[src/rtl/trivium_pkg.sv]
// Shared constants and types for the Trivium keystream sequencer and its state datapath.
// Tap indices follow the 0-based Trivium numbering, where index i lives in state bit 287-i.
package trivium_pkg;

    localparam int KEY_W   = 80;
    localparam int IV_W    = 80;
    localparam int STATE_W = 288;

    // Where key, iv and the constant ones sit in the state register after a load
    localparam int KEY_MSB = 287;
    localparam int KEY_LSB = 208;
    localparam int IV_MSB  = 194;
    localparam int IV_LSB  = 115;

    localparam int T1_A     = 65;
    localparam int T1_B     = 92;
    localparam int T1_AND_A = 90;
    localparam int T1_AND_B = 91;
    localparam int T1_FB    = 170;

    localparam int T2_A     = 161;
    localparam int T2_B     = 176;
    localparam int T2_AND_A = 174;
    localparam int T2_AND_B = 175;
    localparam int T2_FB    = 263;

    localparam int T3_A     = 242;
    localparam int T3_B     = 287;
    localparam int T3_AND_A = 285;
    localparam int T3_AND_B = 286;
    localparam int T3_FB    = 68;

    typedef enum logic [1:0] {
        IDLE = 2'd0,
        LOAD = 2'd1,
        WARM = 2'd2,
        GEN  = 2'd3
    } ctrl_state_e;

    function automatic int sbit(input int idx);
        return STATE_W - 1 - idx;
    endfunction

endpackage

[src/rtl/trivium_core.sv]
// 288-bit Trivium state register with load and single-step update.
// core_ks is the keystream bit that the next step will produce.
module trivium_core
    import trivium_pkg::*;
(
    input  logic             clk,
    input  logic             rst,
    input  logic             core_load,
    input  logic             core_step,
    input  logic [KEY_W-1:0] key,
    input  logic [IV_W-1:0]  iv,
    output logic             core_ks
);

    logic [STATE_W-1:0] state_q;
    logic [STATE_W-1:0] state_d;

    logic t1_lin;
    logic t2_lin;
    logic t3_lin;
    logic t1_fb;
    logic t2_fb;
    logic t3_fb;

    always_comb begin
        t1_lin = state_q[sbit(T1_A)] ^ state_q[sbit(T1_B)];
        t2_lin = state_q[sbit(T2_A)] ^ state_q[sbit(T2_B)];
        t3_lin = state_q[sbit(T3_A)] ^ state_q[sbit(T3_B)];
        t1_fb  = t1_lin ^ (state_q[sbit(T1_AND_A)] & state_q[sbit(T1_AND_B)])
                        ^ state_q[sbit(T1_FB)];
        t2_fb  = t2_lin ^ (state_q[sbit(T2_AND_A)] & state_q[sbit(T2_AND_B)])
                        ^ state_q[sbit(T2_FB)];
        t3_fb  = t3_lin ^ (state_q[sbit(T3_AND_A)] & state_q[sbit(T3_AND_B)])
                        ^ state_q[sbit(T3_FB)];
    end

    assign core_ks = t1_lin ^ t2_lin ^ t3_lin;

    // Three shift segments (93/84/111 bits), each fed by the previous segment's feedback
    always_comb begin
        state_d = state_q;
        if (core_load) begin
            state_d                  = '0;
            state_d[KEY_MSB:KEY_LSB] = key;
            state_d[IV_MSB:IV_LSB]   = iv;
            state_d[2:0]             = 3'b111;
        end else if (core_step) begin
            state_d = {t3_fb, state_q[287:196],
                       t1_fb, state_q[194:112],
                       t2_fb, state_q[110:1]};
        end
    end

    always_ff @(posedge clk) begin
        if (rst) begin
            state_q <= '0;
        end else begin
            state_q <= state_d;
        end
    end

endmodule

[src/rtl/trivium_ctrl.sv]
// Trivium sequencer: key/iv load, warm-up count, keystream word packing and
// valid/ready output with backpressure that stalls the core instead of dropping bits.
module trivium_ctrl
    import trivium_pkg::*;
#(
    parameter int WARMUP_CYCLES = 1152,
    parameter int OUT_W         = 8,
    parameter int CNT_W         = 11
) (
    input  logic             clk,
    input  logic             rst,
    input  logic             start,
    input  logic [KEY_W-1:0] key,
    input  logic [IV_W-1:0]  iv,
    output logic             busy,
    output logic             warm_done,
    output logic             ks_valid,
    input  logic             ks_ready,
    output logic [OUT_W-1:0] ks_data
);

    localparam int BIT_CW = (OUT_W > 1) ? $clog2(OUT_W) : 1;
    localparam logic [CNT_W-1:0]  WARM_LAST = CNT_W'(WARMUP_CYCLES - 1);
    localparam logic [BIT_CW-1:0] BIT_LAST  = BIT_CW'(OUT_W - 1);

    ctrl_state_e state_q;
    ctrl_state_e state_d;

    logic [CNT_W-1:0]  warm_cnt_q;
    logic [CNT_W-1:0]  warm_cnt_d;
    logic [BIT_CW-1:0] bit_cnt_q;
    logic [BIT_CW-1:0] bit_cnt_d;
    logic [OUT_W-1:0]  collector_q;
    logic [OUT_W-1:0]  collector_d;
    logic [OUT_W-1:0]  ks_data_q;
    logic [OUT_W-1:0]  ks_data_d;
    logic              ks_valid_q;
    logic              ks_valid_d;
    logic [KEY_W-1:0]  key_q;
    logic [KEY_W-1:0]  key_d;
    logic [IV_W-1:0]   iv_q;
    logic [IV_W-1:0]   iv_d;

    logic              core_load;
    logic              core_step;
    logic              core_ks;
    logic              stall;
    logic [OUT_W-1:0]  full_word;

    trivium_core u_core (
        .clk       (clk),
        .rst       (rst),
        .core_load (core_load),
        .core_step (core_step),
        .key       (key_q),
        .iv        (iv_q),
        .core_ks   (core_ks)
    );

    always_ff @(posedge clk) begin
        if (rst) begin
            state_q <= IDLE;
        end else begin
            state_q <= state_d;
        end
    end

    // A start request wins over everything else and always restarts from LOAD
    always_comb begin
        state_d = state_q;
        if (start) begin
            state_d = LOAD;
        end else begin
            case (state_q)
                IDLE:    state_d = IDLE;
                LOAD:    state_d = WARM;
                WARM:    if (warm_cnt_q == WARM_LAST) state_d = GEN;
                GEN:     state_d = GEN;
                default: state_d = IDLE;
            endcase
        end
    end

    // Stall only when the last bit of a word is due but the previous word is still unaccepted
    always_comb begin
        busy      = 1'b0;
        warm_done = 1'b0;
        core_load = 1'b0;
        core_step = 1'b0;
        stall     = (bit_cnt_q == BIT_LAST) && ks_valid_q && !ks_ready;
        case (state_q)
            LOAD: begin
                busy      = 1'b1;
                core_load = 1'b1;
            end
            WARM: begin
                busy      = 1'b1;
                core_step = !start;
            end
            GEN: begin
                warm_done = 1'b1;
                core_step = !start && !stall;
            end
            default: ;
        endcase
    end

    always_comb begin
        full_word            = collector_q;
        full_word[OUT_W-1]   = core_ks;
    end

    always_comb begin
        warm_cnt_d  = warm_cnt_q;
        bit_cnt_d   = bit_cnt_q;
        collector_d = collector_q;
        ks_data_d   = ks_data_q;
        ks_valid_d  = ks_valid_q;
        key_d       = key_q;
        iv_d        = iv_q;
        if (start) begin
            key_d       = key;
            iv_d        = iv;
            warm_cnt_d  = '0;
            bit_cnt_d   = '0;
            collector_d = '0;
            ks_valid_d  = 1'b0;
        end else begin
            case (state_q)
                LOAD: warm_cnt_d = '0;
                WARM: begin
                    if (warm_cnt_q == WARM_LAST) begin
                        warm_cnt_d = '0;
                    end else begin
                        warm_cnt_d = warm_cnt_q + 1'b1;
                    end
                end
                GEN: begin
                    if (ks_valid_q && ks_ready) begin
                        ks_valid_d = 1'b0;
                    end
                    if (core_step) begin
                        collector_d[bit_cnt_q] = core_ks;
                        if (bit_cnt_q == BIT_LAST) begin
                            ks_data_d  = full_word;
                            ks_valid_d = 1'b1;
                            bit_cnt_d  = '0;
                        end else begin
                            bit_cnt_d = bit_cnt_q + 1'b1;
                        end
                    end
                end
                default: ;
            endcase
        end
    end

    always_ff @(posedge clk) begin
        if (rst) begin
            warm_cnt_q  <= '0;
            bit_cnt_q   <= '0;
            collector_q <= '0;
            ks_data_q   <= '0;
            ks_valid_q  <= 1'b0;
            key_q       <= '0;
            iv_q        <= '0;
        end else begin
            warm_cnt_q  <= warm_cnt_d;
            bit_cnt_q   <= bit_cnt_d;
            collector_q <= collector_d;
            ks_data_q   <= ks_data_d;
            ks_valid_q  <= ks_valid_d;
            key_q       <= key_d;
            iv_q        <= iv_d;
        end
    end

    assign ks_valid = ks_valid_q;
    assign ks_data  = ks_data_q;

endmodule

[config.mk]
export PLATFORM = sky130hd
export DESIGN_NAME = trivium_ctrl
export DESIGN_NICKNAME = d
export VERILOG_FILES = /design/src/rtl/trivium_pkg.sv /design/src/rtl/trivium_core.sv /design/src/rtl/trivium_ctrl.sv
export SDC_FILE = /design/constraint.sdc
export NUM_CORES = 1
export LEC_CHECK = 0
export ABC_AREA = 1
export ABC_CLOCK_PERIOD_IN_PS = 2000
export CORE_MARGIN = 8
export CORE_UTILIZATION = 55
export CTS_CLUSTER_SIZE = 20
export DETAILED_ROUTE_END_ITERATION = 6
export PLACE_DENSITY = 0.74
export SLEW_MARGIN = 10
export SYNTH_ARGS = -nofsm -noshare
export SYNTH_HDL_FRONTEND = slang
export SYNTH_SLANG_ARGS = --single-unit
export TNS_END_PERCENT = 10
[constraint.sdc]
create_clock -name clk -period 2 [get_ports clk]
set_input_delay 0.4 -clock clk [delete_from_list [all_inputs] [get_ports clk]]
set_output_delay 0.4 -clock clk [all_outputs]
set_load 0.005 [all_outputs]
==> Yosys cells after proc, flatten, opt, wreduce, memory -nomap -nowiden <==
Index checks and enable logic that the tools add are counted.
{ "totals": {"output_inout_bits": 11, "regBits": 481, "elab_cells": 71, "in_bits": 164} }
{ "classes": {"bitwise": 15, "mux": 18, "order_cmp": 2, "n_eq_ne": 7, "add_sub_neg": 2, "reduce_logical": 16} }
{ "ops": {"columns": ["op", "n"], "rows": [
  ["2-to-1 mux 288 bit", 2],
  ["one-hot mux 11 bit (2 select lines)", 1],
  ["adder 11 x 1 -> 11 bit (second input constant)", 1],
  ["== test 11 bit (second input constant)", 1],
  ["2-to-1 mux 11 bit", 1],
  ["bitwise XOR 1 bit", 11],
  ["bitwise mux 8 bit", 1],
  ["2-to-1 mux 1 bit", 8],
  ["one-hot mux 2 bit (4 select lines)", 1],
  ["OR reduction 2 bit", 3],
  ["logical AND 1 bit", 5],
  ["== test 2 bit (second input constant)", 2],
  ["< comparator 3 x 4 -> 1 bit (second input constant)", 1],
  ["AND reduction 4 bit", 1],
  ["nonzero test 2 bit", 2],
  ["adder 3 x 1 -> 3 bit (second input constant)", 1],
  ["AND 1 bit", 3],
  ["demux 1 bit (select 3 bit)", 1],
  ["== test 3 bit (second input constant)", 1],
  ["greater-or-equal comparator 3 x 1 -> 1 bit (second input constant)", 1],
  ["logical NOT 1 bit", 3],
  ["2-to-1 mux 3 bit", 1],
  ["!= test 3 bit (second input constant)", 1],
  ["== test 2 x 1 -> 1 bit (second input constant)", 1],
  ["other kinds (6)", 6]
]} }

==> Depth between registers and ports, before layout <==
{ "depth": {"word_depth": 8, "depth_mapped": 12, "ltp_nobuf": 9} }

==> Cells and area by module <==
From an unflattened synthesis, not the netlist that was laid out.
{ "hier_totals": {"hier_cells": 2725, "area_unflattened_um2": 19142.1} }
{ "by_module_without_submodules": {"columns": ["module", "instances", "area_each_um2", "seq_area_each_um2", "cells_per_inst"], "rows": [
  ["trivium_core", 1, 11945.2, 5765.5, 1774],
  ["trivium_ctrl", 1, 7196.9, 3843.7, 951]
]} }

==> Worst setup path after synthesis <==
OpenSTA, ideal clock, no wires.
{ "synth_timing": {"path_kind": "flip-flop to flip-flop", "start": "register state_q[1]", "end": "register u_core.state_q[278]", "t_arrival_ps": 1722, "required_ps": 1888, "path_stages_with_launch": 12, "period_less_slack_ps": 1834, "setup_ps": 112, "path_slack_ps": 166, "n_path_buf": 3, "path_cell_list": "dfxtp_1 > ha_1 > buf_4 > inv_2 > nor2_8 > nand2_4 > nand3_4 > buf_2 > buf_2 > nand3_1 > nor2_1 > nor2_1"} }
{ "synth_between": {"elab_chain_len": 3, "elab_cells_between_ends": 7, "classes_between": "3 x eq/ne; 3 x mux; 1 x reduce/logical"} }
{ "synth_lines": {"columns": ["item", "line", "rtl"], "rows": [
  ["start, declared", "trivium_ctrl.sv:26", "ctrl_state_e state_q;"],
  ["start signal, assigned", "trivium_ctrl.sv:64", "state_q <= state_d;"],
  ["== test 2 bit / == test 2 x 1 -> 1 bit (equally long branches)", "trivium_ctrl.sv:91", "case (state_q)"],
  ["one-hot mux 1 bit (2 select lines) / 2-to-1 mux 1 bit (equally long branches)", "trivium_ctrl.sv:91", null],
  ["nonzero test 2 bit (no line) / 2-to-1 mux 288 bit (equally long branches)", null, null],
  ["end signal, assigned", "trivium_core.sv:58", "state_q <= state_d;"],
  ["end, declared", "trivium_core.sv:15", "logic [STATE_W-1:0] state_q;"]
]} }
Several ways; a longest one is shown, not always the timed one.
A chain may end at the register's enable or synchronous reset.

==> Worst setup path in the final report <==
{ "layout_timing": {"start": "register state_q[1]", "end": "output port busy"} }
{ "layout_between": {"elab_chain_len": 3, "elab_cells_between_ends": 4, "classes_between": "2 x eq/ne; 1 x mux; 1 x reduce/logical"} }
{ "layout_lines": {"columns": ["item", "line", "rtl"], "rows": [
  ["== test 2 bit / == test 2 x 1 -> 1 bit (equally long branches)", "trivium_ctrl.sv:91", null],
  ["OR reduction 2 bit (no line) *", null, null],
  ["2-to-1 mux 1 bit *", "trivium_ctrl.sv:91", null],
  ["end, declared", "trivium_ctrl.sv:15", "output logic busy,"]
]} }
Mark *: on every way between the ends. The rest lies on a longest branch, timed or not.

==> metrics.md <==
| Metric | Value |
|---|---|
| Worst-margin pin slew | `roughly 0.50 ns` |
| Switch share | `0.246` |
| Clk_skew | `around 0.012 ns` |
| Pwr Total | `about 23 mW` |
| Sequential share of the synthesized area | `0.473` |
| Starting Density | `0.557` |
| First DRT Iteration DRCs | `roughly 1200` |
| Fraction of layout cells with a size suffix above 1 | `0.0585` |
| Post-Route Utilization | `0.672` |
| Residual DRC | `0` |
| Mapped Cells | `~3000` |
| Slew Viols, Final | `0` |
| Dpl hpwl | `between 20 and 30 mm` |
| Commonest non-fill, non-tap cell in the layout | `nor2_1` |
| Die width | `208 um` |
| Final setup vio count | `0` |
| Port Buffer Count | `roughly 170` |
| Slew HR | `0.668` |
| GRT overflow | `0` |
| RSZ-0062 raised after global routing | `yes` |
| WL per Instance | `around 13 um` |
| Total length of routed wires | `~47 mm` |
| Site row count | `70` |
| Clock buffer depth | `3` |
| Hold Crit Class | `input pin to register` |
| CP Capture Type | `primary output` |
| F_max | `between 0.5 and 0.6 GHz` |
| Area grow syn2layout | `20.6%` |
| # IOs | `roughly 180` |
| Clk pwr share | `0.428` |
| LEAKAGE | `roughly 11 nW` |
| Most frequent cells in the layout | `nor2_1, nand2_1, dfxtp_1, o21ai_0, inv_1` |
| Synth Cell Area | `0.0203 mm2` |
| Vias in the first global route | `about 17000` |
| Routed vias | `between 15000 and 20000` |
| Synthesized net count | `around 3200` |
| Maxcap violations | `0` |
| P_int | `between 15 and 20 mW` |
| Sequential power share | `0.450` |
| # nets final | `roughly 3300` |
| Power per cell area | `about 940 mW/mm2` |
| Peak VDD IR | `624 uV` |
| Post-synth top area cell | `dfxtp_1` |
| Final worst-path cycle share | `0.970` |
| Core area | `0.0365 mm2` |
| CP required | `roughly 1.6 ns` |
| Yosys cell types | `28` |
| CTS tree | `done` |
| Final Hold Fails | `0` |
| Worst skew pair latency | `roughly 0.57 ns` |
| N_diodes | `0` |
| CTS buffer count | `50` |
| Post-layout min period | `between 1.5 and 2 ns` |
| Clock root buffer | `clkbuf_16` |
| Startpoint Class | `register` |
| Routed vias/inst | `~5.1` |
| Final antenna-violating net count | `0` |
| Avg Inst Size Synth | `about 6.7 um2` |
| Arr. time, crit path | `around 1.5 ns` |
| Drt pass-1 iters | `5` |
| First-pass GRT wire length | `approximately 80 mm` |
| Die Height | `about 210 um` |
| Outcome | `completed` |
| Pin count of the biggest net entering global routing | `between 100 and 150` |
| Die area | `~0.043 mm2` |
| Largest cells by area after synthesis | `dfxtp_1, nor2_1, nand2_1` |
| Yosys top cell area share | `0.473` |
| Gr usage total | `0.212` |
| GP Congestion | `around 0.81` |
| Clk slew on worst S/H paths | `roughly 0.060 ns` |
| Critical setup path kind | `register to primary output` |
| Antenna violations before repair | `0` |
| YS warnings | `0` |
| Num Clock Sinks | `480` |
| Htree depth | `2` |
| Crit-path max FO | `4` |
| Switching power total | `5.69 mW` |
| Synth Register Bits | `480` |
| Logic pwr share | `0.122` |
## power groups by stage
stage / clock network [mW] / logic, mW / registers [mW]
after detailed placement: 0 / 2.79 / 10.6
after floorplan: 0 / 1.93 / 10.5
after global routing: 10.5 / 3.22 / 10.5
after CTS: 10.1 / 2.83 / 10.4
final: 9.90 / 2.81 / 10.4
after global placement: 0 / 2.72 / 10.6
## through the flow
stage	worst slack, ns	instances	hold WS (ns)	setup TNS [ns]	instance area (um2)
after floorplan	0.166	3042	0.430	0	20300
after global placement	-0.0786	3554	0.438	-1.70	22700
after detailed placement	-0.110	3554	0.445	-6.33	22700
after CTS	0.0144	3647	0.369	0	24500
after global routing	-0.00300	3647	0.401	-0.00412	24500
final	0.0599	3647	0.394	0	24500
## final cells by class
type                    instances  area (um2)
fillers                      3110       12000
flip-flops and latches        480        9620
multi-input cells            2133        8980
repair buffers                248        2680
clock buffers                  75        1590
inverters                     226         858
well taps                     468         586
clock inverters                17         220
## per-layer routing
| metal | track usage | up-vias | wire length [um] |
|---|---|---|---|
| met3 | 0.0370 | 77 | 2570 |
| met2 | 0.350 | 416 | 21700 |
| met4 | 0.0693 | 0 | 1080 |
| met1 | 0.278 | 8358 | 22000 |
| met5 | 0 | - | 0 |
| li1 | - | 9568 | - |
## sequential cells by signal (all words and copies together), names as in the netlist
signal	flops
collector_q	7
key_q	80
state_q	2
iv_q	80
warm_cnt_q	11
u_core.state_q	288
bit_cnt_q	3
ks_valid	1
ks_data	8
## logic make-up after synthesis
group | synth area share
multiplexers | 0.000492
flip-flops | 0.473
XOR/XNOR | 0.00302
adder cells (fa/ha/maj) | 0.00431
AND/OR/NAND/NOR | 0.341
buffers and inverters | 0.0884
AO/OA/AOI/OAI | 0.0901
## synth_stat cells (all sizes together)
| master | n |
|---|---|
| nor2 | 991 |
| nand2 | 582 |
| dfxtp | 480 |
| o21ai | 267 |
| inv | 225 |
| nand3 | 181 |
| clkbuf | 127 |
| buf | 76 |
| a21oi | 61 |
| a211oi | 23 |
| nand4 | 9 |
| ha | 7 |
| xor2 | 6 |
| or2 | 2 |
| a21boi | 1 |
| clkinv | 1 |
| mux2i | 1 |
| nor3 | 1 |
| xnor2 | 1 |
## critical path, stage by stage (launching register included)
cell and delay, ns:
dfxtp_4 0.36, inv_2 0.13, ha_4 0.23, dlygate4sd2_1 0.26
## final timing paths
kind,from,end,slack [ns],depth (start not counted)
max reg2reg,bit_cnt_q[1],u_core.state_q[129],0.14,10
min reg2reg,u_core.state_q[203],u_core.state_q[203],0.45,2
max,state_q[1],busy,0.06,3
min,start,state_q[1],0.39,5
## timing repair
| action | CTS | global route |
|---|---|---|
| setup buffers | 1 | 0 |
| resized for setup | 11 | 1 |
| pin swaps | 0 | 0 |
| endpoints found under the setup margin | 2 | 13 |
| hold buffers | 0 | 0 |
No activity file was read; power rests on OpenSTA's default activity.
